==> config.mk <==
export PLATFORM = sky130hd
export DESIGN_NAME = register_file
export DESIGN_NICKNAME = d
export VERILOG_FILES = /design/src/rtl/register_file.sv
export SDC_FILE = /design/constraint.sdc
export NUM_CORES = 2
export LEC_CHECK = 0
export BUFFER_PORTS_ARGS = -buffer_cell sky130_fd_sc_hd__buf_2
export CAP_MARGIN = 20
export CORE_ASPECT_RATIO = 0.7
export CORE_MARGIN = 2
export CORE_UTILIZATION = 42
export CTS_BUF_LIST = sky130_fd_sc_hd__clkbuf_8
export DETAILED_ROUTE_END_ITERATION = 8
export SYNTH_ARGS = -nofsm -noshare
export SYNTH_HDL_FRONTEND = slang
export SYNTH_SLANG_ARGS = --single-unit
==> constraint.sdc <==
create_clock -name clk -period 3.3 [get_ports clk]
set_input_delay 0.33 -clock clk [delete_from_list [all_inputs] [get_ports clk]]
set_output_delay 0.33 -clock clk [all_outputs]
set_load 0.1 [all_outputs]
==> src/rtl/register_file.sv <==
// 32 x 32-bit register file: two combinational read ports, one core write port and a four-phase debug port.
// Optional macro WRITE_BYPASS_EN forwards same-cycle core write data to the read ports.
module register_file #(
    parameter int DATA_WIDTH = 32,
    parameter int ADDR_WIDTH = 5
) (
    input  logic                  clk,
    input  logic                  rst_n,
    input  logic [ADDR_WIDTH-1:0] rs1_addr_i,
    input  logic [ADDR_WIDTH-1:0] rs2_addr_i,
    output logic [DATA_WIDTH-1:0] rs1_data_o,
    output logic [DATA_WIDTH-1:0] rs2_data_o,
    input  logic [ADDR_WIDTH-1:0] rd_addr_i,
    input  logic [DATA_WIDTH-1:0] rd_data_i,
    input  logic                  rd_wen_i,
    input  logic                  dbg_req_i,
    input  logic                  dbg_we_i,
    input  logic [ADDR_WIDTH-1:0] dbg_addr_i,
    input  logic [DATA_WIDTH-1:0] dbg_wdata_i,
    output logic [DATA_WIDTH-1:0] dbg_rdata_o,
    output logic                  dbg_ack_o
);

    localparam int NUM_REGS = 1 << ADDR_WIDTH;

    typedef enum logic [1:0] {
        ST_IDLE   = 2'd0,
        ST_ACCESS = 2'd1,
        ST_ACK    = 2'd2
    } dbg_state_e;

    logic [DATA_WIDTH-1:0] regs_q [NUM_REGS];

    dbg_state_e            state_q;
    logic                  dbg_we_q;
    logic [ADDR_WIDTH-1:0] dbg_addr_q;
    logic [DATA_WIDTH-1:0] dbg_wdata_q;
    logic [DATA_WIDTH-1:0] dbg_rdata_q;
    logic                  dbg_ack_q;
    logic [DATA_WIDTH-1:0] dbg_rdata_d;

    logic                  wr_en_s;
    logic [ADDR_WIDTH-1:0] wr_addr_s;
    logic [DATA_WIDTH-1:0] wr_data_s;
    logic                  core_wr_s;

    assign core_wr_s = rd_wen_i && (rd_addr_i != '0);

    // Read port 1: x0 reads zero, optional forwarding of the in-flight core write
    always_comb begin
        rs1_data_o = '0;
        if (rs1_addr_i != '0) begin
            rs1_data_o = regs_q[rs1_addr_i];
        end else begin
            rs1_data_o = '0;
        end
`ifdef WRITE_BYPASS_EN
        if (core_wr_s && (rd_addr_i == rs1_addr_i)) begin
            rs1_data_o = rd_data_i;
        end else begin
            rs1_data_o = rs1_data_o;
        end
`endif
    end

    // Read port 2: same structure as port 1
    always_comb begin
        rs2_data_o = '0;
        if (rs2_addr_i != '0) begin
            rs2_data_o = regs_q[rs2_addr_i];
        end else begin
            rs2_data_o = '0;
        end
`ifdef WRITE_BYPASS_EN
        if (core_wr_s && (rd_addr_i == rs2_addr_i)) begin
            rs2_data_o = rd_data_i;
        end else begin
            rs2_data_o = rs2_data_o;
        end
`endif
    end

    // Debug read value sampled from the array before this edge's write lands
    always_comb begin
        dbg_rdata_d = '0;
        if (dbg_addr_q != '0) begin
            dbg_rdata_d = regs_q[dbg_addr_q];
        end else begin
            dbg_rdata_d = '0;
        end
    end

    // Single write port arbitration; a debug write only proceeds when the core is not writing at all
    always_comb begin
        wr_en_s   = 1'b0;
        wr_addr_s = '0;
        wr_data_s = '0;
        if (core_wr_s) begin
            wr_en_s   = 1'b1;
            wr_addr_s = rd_addr_i;
            wr_data_s = rd_data_i;
        end else if ((state_q == ST_ACCESS) && dbg_we_q && !rd_wen_i && (dbg_addr_q != '0)) begin
            wr_en_s   = 1'b1;
            wr_addr_s = dbg_addr_q;
            wr_data_s = dbg_wdata_q;
        end else begin
            wr_en_s   = 1'b0;
        end
    end

    // Register array storage
    always_ff @(posedge clk or negedge rst_n) begin
        if (!rst_n) begin
            for (int i = 0; i < NUM_REGS; i++) begin
                regs_q[i] <= '0;
            end
        end else if (wr_en_s) begin
            regs_q[wr_addr_s] <= wr_data_s;
        end
    end

    // Debug handshake FSM with registered ack and read data
    always_ff @(posedge clk or negedge rst_n) begin
        if (!rst_n) begin
            state_q     <= ST_IDLE;
            dbg_we_q    <= 1'b0;
            dbg_addr_q  <= '0;
            dbg_wdata_q <= '0;
            dbg_rdata_q <= '0;
            dbg_ack_q   <= 1'b0;
        end else begin
            case (state_q)
                ST_IDLE: begin
                    if (dbg_req_i) begin
                        dbg_we_q    <= dbg_we_i;
                        dbg_addr_q  <= dbg_addr_i;
                        dbg_wdata_q <= dbg_wdata_i;
                        state_q     <= ST_ACCESS;
                    end
                end
                ST_ACCESS: begin
                    // Deferred writes wait indefinitely; reads complete regardless of core traffic
                    if (!(dbg_we_q && rd_wen_i)) begin
                        if (!dbg_we_q) begin
                            dbg_rdata_q <= dbg_rdata_d;
                        end
                        dbg_ack_q <= 1'b1;
                        state_q   <= ST_ACK;
                    end
                end
                ST_ACK: begin
                    if (!dbg_req_i) begin
                        dbg_ack_q <= 1'b0;
                        state_q   <= ST_IDLE;
                    end
                end
                default: begin
                    dbg_ack_q <= 1'b0;
                    state_q   <= ST_IDLE;
                end
            endcase
        end
    end

    assign dbg_rdata_o = dbg_rdata_q;
    assign dbg_ack_o   = dbg_ack_q;

endmodule

# Word level (Yosys, flattened, before mapping)
# Index checks and enable logic that the tools add are counted.
[totals] word_cells=99 out_inout_bits=97 input_bits=89 register_bits=1097
[op_classes] bitwise_logic=7 n_lt_le_gt_ge=5 reduce_logical=16 n_eq_ne=5 muxes=28
[ops] op="$bwmux 1024" count=1
[ops] op="$bmux 32 s5" count=3
[ops] op="$mux 32" count=12
[ops] op="$demux 32 s5" count=1
[ops] op="$ge 6x6->1 const B" count=4
[ops] op="$not 5->6" count=4
[ops] op="$reduce_bool 5->1" count=4
[ops] op="$mux 5" count=2
[ops] op="$reduce_and 3->1" count=3
[ops] op="$logic_and 1x1->1" count=6
[ops] op="$lt 6x1->1 const B" count=1
[ops] op="$mux 2" count=3
[ops] op="$ne 2x2->1 const B" count=3
[ops] op="$pmux 2 s3" count=1
[ops] op="$mux 1" count=4
[ops] op="$not 1->1" count=3
[ops] op="$pmux 1 s3" count=1
[ops] op="$eq 2x1->1 const B" count=1
[ops] op="$eq 2x2->1 const B" count=1
[ops] op="$logic_not 2->1" count=1
[ops] op="$reduce_and 2->1" count=1
[ops] op="$logic_not 1->1" count=1

# Longest topological paths before layout
[logic_depth] word_depth=12 depth_mapped=10

# Least setup slack after synthesis
# Ideal clock, no wire load.
[synth_path] kind="input to output" start="input rs1_addr_i[1]" end="output rs1_data_o[15]" path_slack_ns=-0.729 t_arrival_ns=3.699 cell_stages=7 path_cell_list="clkbuf_1 > clkbuf_1 > clkbuf_1 > mux4_2 > mux4_2 > inv_1 > o21ai_0"
[synth_between] elab_chain_cells=5
[synth_rtl] item="start: declaration" line="9" source="input logic [ADDR_WIDTH-1:0] rs1_addr_i,"
[synth_rtl] item="$not 5->6 (not written as such)" line="53" source="rs1_data_o = regs_q[rs1_addr_i];"
[synth_rtl] item="$bmux 32 s5" line="53"
[synth_rtl] item="$mux 32 (not written as such) (2 in series)" line="53"
[synth_rtl] item="$mux 32 (*)" line="52" source="if (rs1_addr_i != '0) begin"
[synth_rtl] item="end: declaration" line="11" source="output logic [DATA_WIDTH-1:0] rs1_data_o,"
# Mark *: on every way between the ends. The rest lies on a longest branch, timed or not. The select of a mux whose other input is x is not followed.

# Worst setup path in the final report
[layout_path] start="register regs_q[118] (netlist name)" end="output rs1_data_o[22]"
[layout_between] elab_chain_cells=4
[layout_rtl] item="start: declaration" line="32" source="logic [DATA_WIDTH-1:0] regs_q [NUM_REGS];"
[layout_rtl] item="start signal: indexed assignment" line="118" source="regs_q[wr_addr_s] <= wr_data_s;"
[layout_rtl] item="$bmux 32 s5" line="53"
[layout_rtl] item="$mux 32 (not written as such) (2 in series)" line="53"
[layout_rtl] item="$mux 32" line="52"
# Every way passes these cells. The select of a mux whose other input is x is not followed.

==> flow_summary.json <==
{
  "fp.dieW_um": 477,
  "cts_htree_levels": 4,
  "worstHoldPathType": "primary input to async pin",
  "synth_mux_area_share_pct": 48.6,
  "synth_edf_count": 0,
  "drive_above_1_share_pct": 54.4,
  "first_iter_violations": 5073,
  "fin_skew_ns": 0.0399,
  "cts_setup_buffers": 0,
  "clk_pin_slew_ns": 0.07,
  "cp_slowest_cell": "mux4_2",
  "critPathMaxFanout": 4,
  "drv_cap": 0,
  "p_leak_nw": 33.3,
  "setup_ws_ns": 0.0337,
  "io_pins": 186,
  "drt_first_pass_iters": 6,
  "worst-slew-pin-transition_ns": 1.10,
  "dieArea_um2": 160000,
  "async_reset_ff_share_pct": 100,
  "power_density_nw_per_um2": 792,
  "clock_path_buffers": 3,
  "met3_usage_pct": 8.08,
  "status": "finished, final reports clean",
  "cpMostUsedCell": "mux4_2",
  "setup_tns_ns": 0,
  "antenna_found_initial": 8,
  "synth_top_area_share_pct": 41.7,
  "finalWirelength_um": 236000,
  "dp_slack_ns": 0.255,
  "cp-start-kind": "flop",
  "slew_viol_final": 0,
  "use_met2_pct": 43.4,
  "grt_max_degree": 106,
  "syn-cell-area_um2": 65800,
  "cts_tree": "yes",
  "clock.fmax_mhz": 306,
  "synth_fa_ha_area_share_pct": 0,
  "grt_util_all_layers_pct": 29.6,
  "remaining_drc_errors": 0,
  "synth_cell_type_count": 48,
  "synth_commonest_cells": "dfrtp_1 (1097), mux2_2 (976), mux4_2 (768)",
  "synthTopCellsByArea": "dfrtp_1 (42%), mux4_2 (26%), mux2_2 (17%), mux2i_1 (4.1%), clkbuf_1 (1.5%)",
  "postSynthCellCount": 4387,
  "gp_congestion": 0.864,
  "avgViaCountPerCell": 6.62,
  "root_buffer": "clkbuf_8",
  "synth-seq-cells": 1097,
  "ys_warn_count": 0,
  "finalCritPeriodShare_pct": 99.0,
  "grt_pass1_wl_um": 341000,
  "grt_overflow_total": 0,
  "slowest_delay_ns": 0.48,
  "hpwl_um": 146000,
  "fin_total_pwr_mw": 59.7,
  "cp.required_ns": 2.97,
  "grt.met1_usage_pct": 41.7,
  "yosysSeqAreaShare_pct": 41.7,
  "yosysMostFrequentCell": "dfrtp_1",
  "ant_nets": 0,
  "yosysTopAreaCell": "dfrtp_1",
  "setup_violations": 0,
  "num_vias": 45200,
  "cp_cell_sequence": "mux4_2 -> mux4_2 -> nand2_1 -> o21ai_1 -> buf_6",
  "ys.flop_type": "dfrtp_1",
  "fillCellCount": 13400,
  "synth.avg_cell_area_um2": 15.0,
  "syn_nets": 4476,
  "clkLatencyLatePin_ns": 0.96,
  "critPathCaptureType": "output pin",
  "synth_xor_area_share_pct": 0,
  "finalNetCount": 4670,
  "timing.critical_path.buf_inv": 1,
  "hold_violations": 0,
  "min_period_ns": 3.27,
  "start_util_pct": 42.3,
  "area_delta_synth_final_pct": 14.7,
  "synth_compound_area_share_pct": 4.07,
  "cts_buffers": 178,
  "vdd_drop_max_mv": 0.657,
  "critical_path.top_delay_family": "multiplexers",
  "grt.busiest_layer": "met2",
  "num_rows": 121,
  "grt_pass1_vias": 45400,
  "setup.worst_path.class": "flop to output pin",
  "coreArea_um2": 155000,
  "wire_per_inst_um": 34.5,
  "cts.sinks": 1097,
  "worstPathArrival_ns": 2.94,
  "die_y_um": 335,
  "synth_top_family_by_area": "multiplexers",
  "slew_headroom_pct": 26.4,
  "synthSimpleGateAreaFrac_pct": 1.69,
  "numPortBuffers": 185
}
-- placed cells by master, fill, tap and decap left out, types with 114 or more instances in the layout --
cell,n
buf_4,207
buf_2,135
mux4_2,768
mux2i_1,269
buf_12,115
clkbuf_8,226
inv_1,119
dfrtp_1,1092
mux2_2,976
nand2_1,114
-- final timing paths --
kind | endpoint | cells after the start | start | slack (ns)
max | rs1_data_o[22] | 5 | regs_q[118] | 0.03
max reg2reg | regs_q[519] | 6 | state_q[1] | 0.23
min in group clk | regs_q[181] | 4 | rd_data_i[21] | 0.06
min reg2reg | regs_q[1018] | 0 | regs_q[1018] | 0.42
min | regs_q[1015] | 2 | rst_n | 0.03
max in group asynchronous | regs_q[420] | 3 | rst_n | 2.01
-- power by group --
part,internal [mW],switching (mW),total (mW)
Combinational,11.7,14.0,25.7
Clock,6.57,6.07,12.6
Sequential,17.3,4.05,21.4
Total,35.6,24.1,59.7
-- registers in the layout (all words and copies together), names as in the netlist --
name	cells
dbg_addr_q	5
regs_q	1024
dbg_ack_o	1
dbg_wdata_q	32
dbg_rdata_o	32
state_q	2
dbg_we_q	1
-- per-layer routing --
metal | share of wire, % | vias to the layer above
met5 | 0.010 | -
met4 | 3.8 | 4
met3 | 10 | 509
met2 | 44 | 2592
met1 | 42 | 24300
li1 | - | 17700
-- per-stage QoR --
stage / hold slack, ns / util [%] / instance area [µm²] / instances
after detailed placement: 0.391 / 45.7 / 71100 / 6446
after CTS: 0.00551 / 48.5 / 75300 / 6815
after global placement: 0.398 / 45.7 / 71000 / 6445
after floorplan: 0.0344 / - / 65800 / 4387
final: 0.0336 / 48.5 / 75400 / 6827
after global routing: 0.0279 / 48.5 / 75400 / 6824
-- timing repair --
item	CTS	global route
gates resized for setup	45	10
hold endpoints to repair	292	1
setup endpoints to repair	31	8
hold buffers	43	1
-- cell families after synthesis --
family,count (synthesis)
AOI/OAI and AO/OA,380
and+or+nand+nor,231
buffers and inverters,580
muxes,2099
DFF,1097
-- layout make-up --
type	count	area [µm²]	share of cell area [%]
Timing Repair Buffer	527	5320	7.05
Multi-Input combinational cell	2710	36000	47.8
Antenna cell	9	22.5	0.0298
Clock buffer	226	3110	4.12
Inverter	67	251	0.333
Clock inverter	100	609	0.808
Tap cell	2091	2620	3.47
Sequential cell	1097	27500	36.4
No activity file was read; power rests on OpenSTA's default activity.
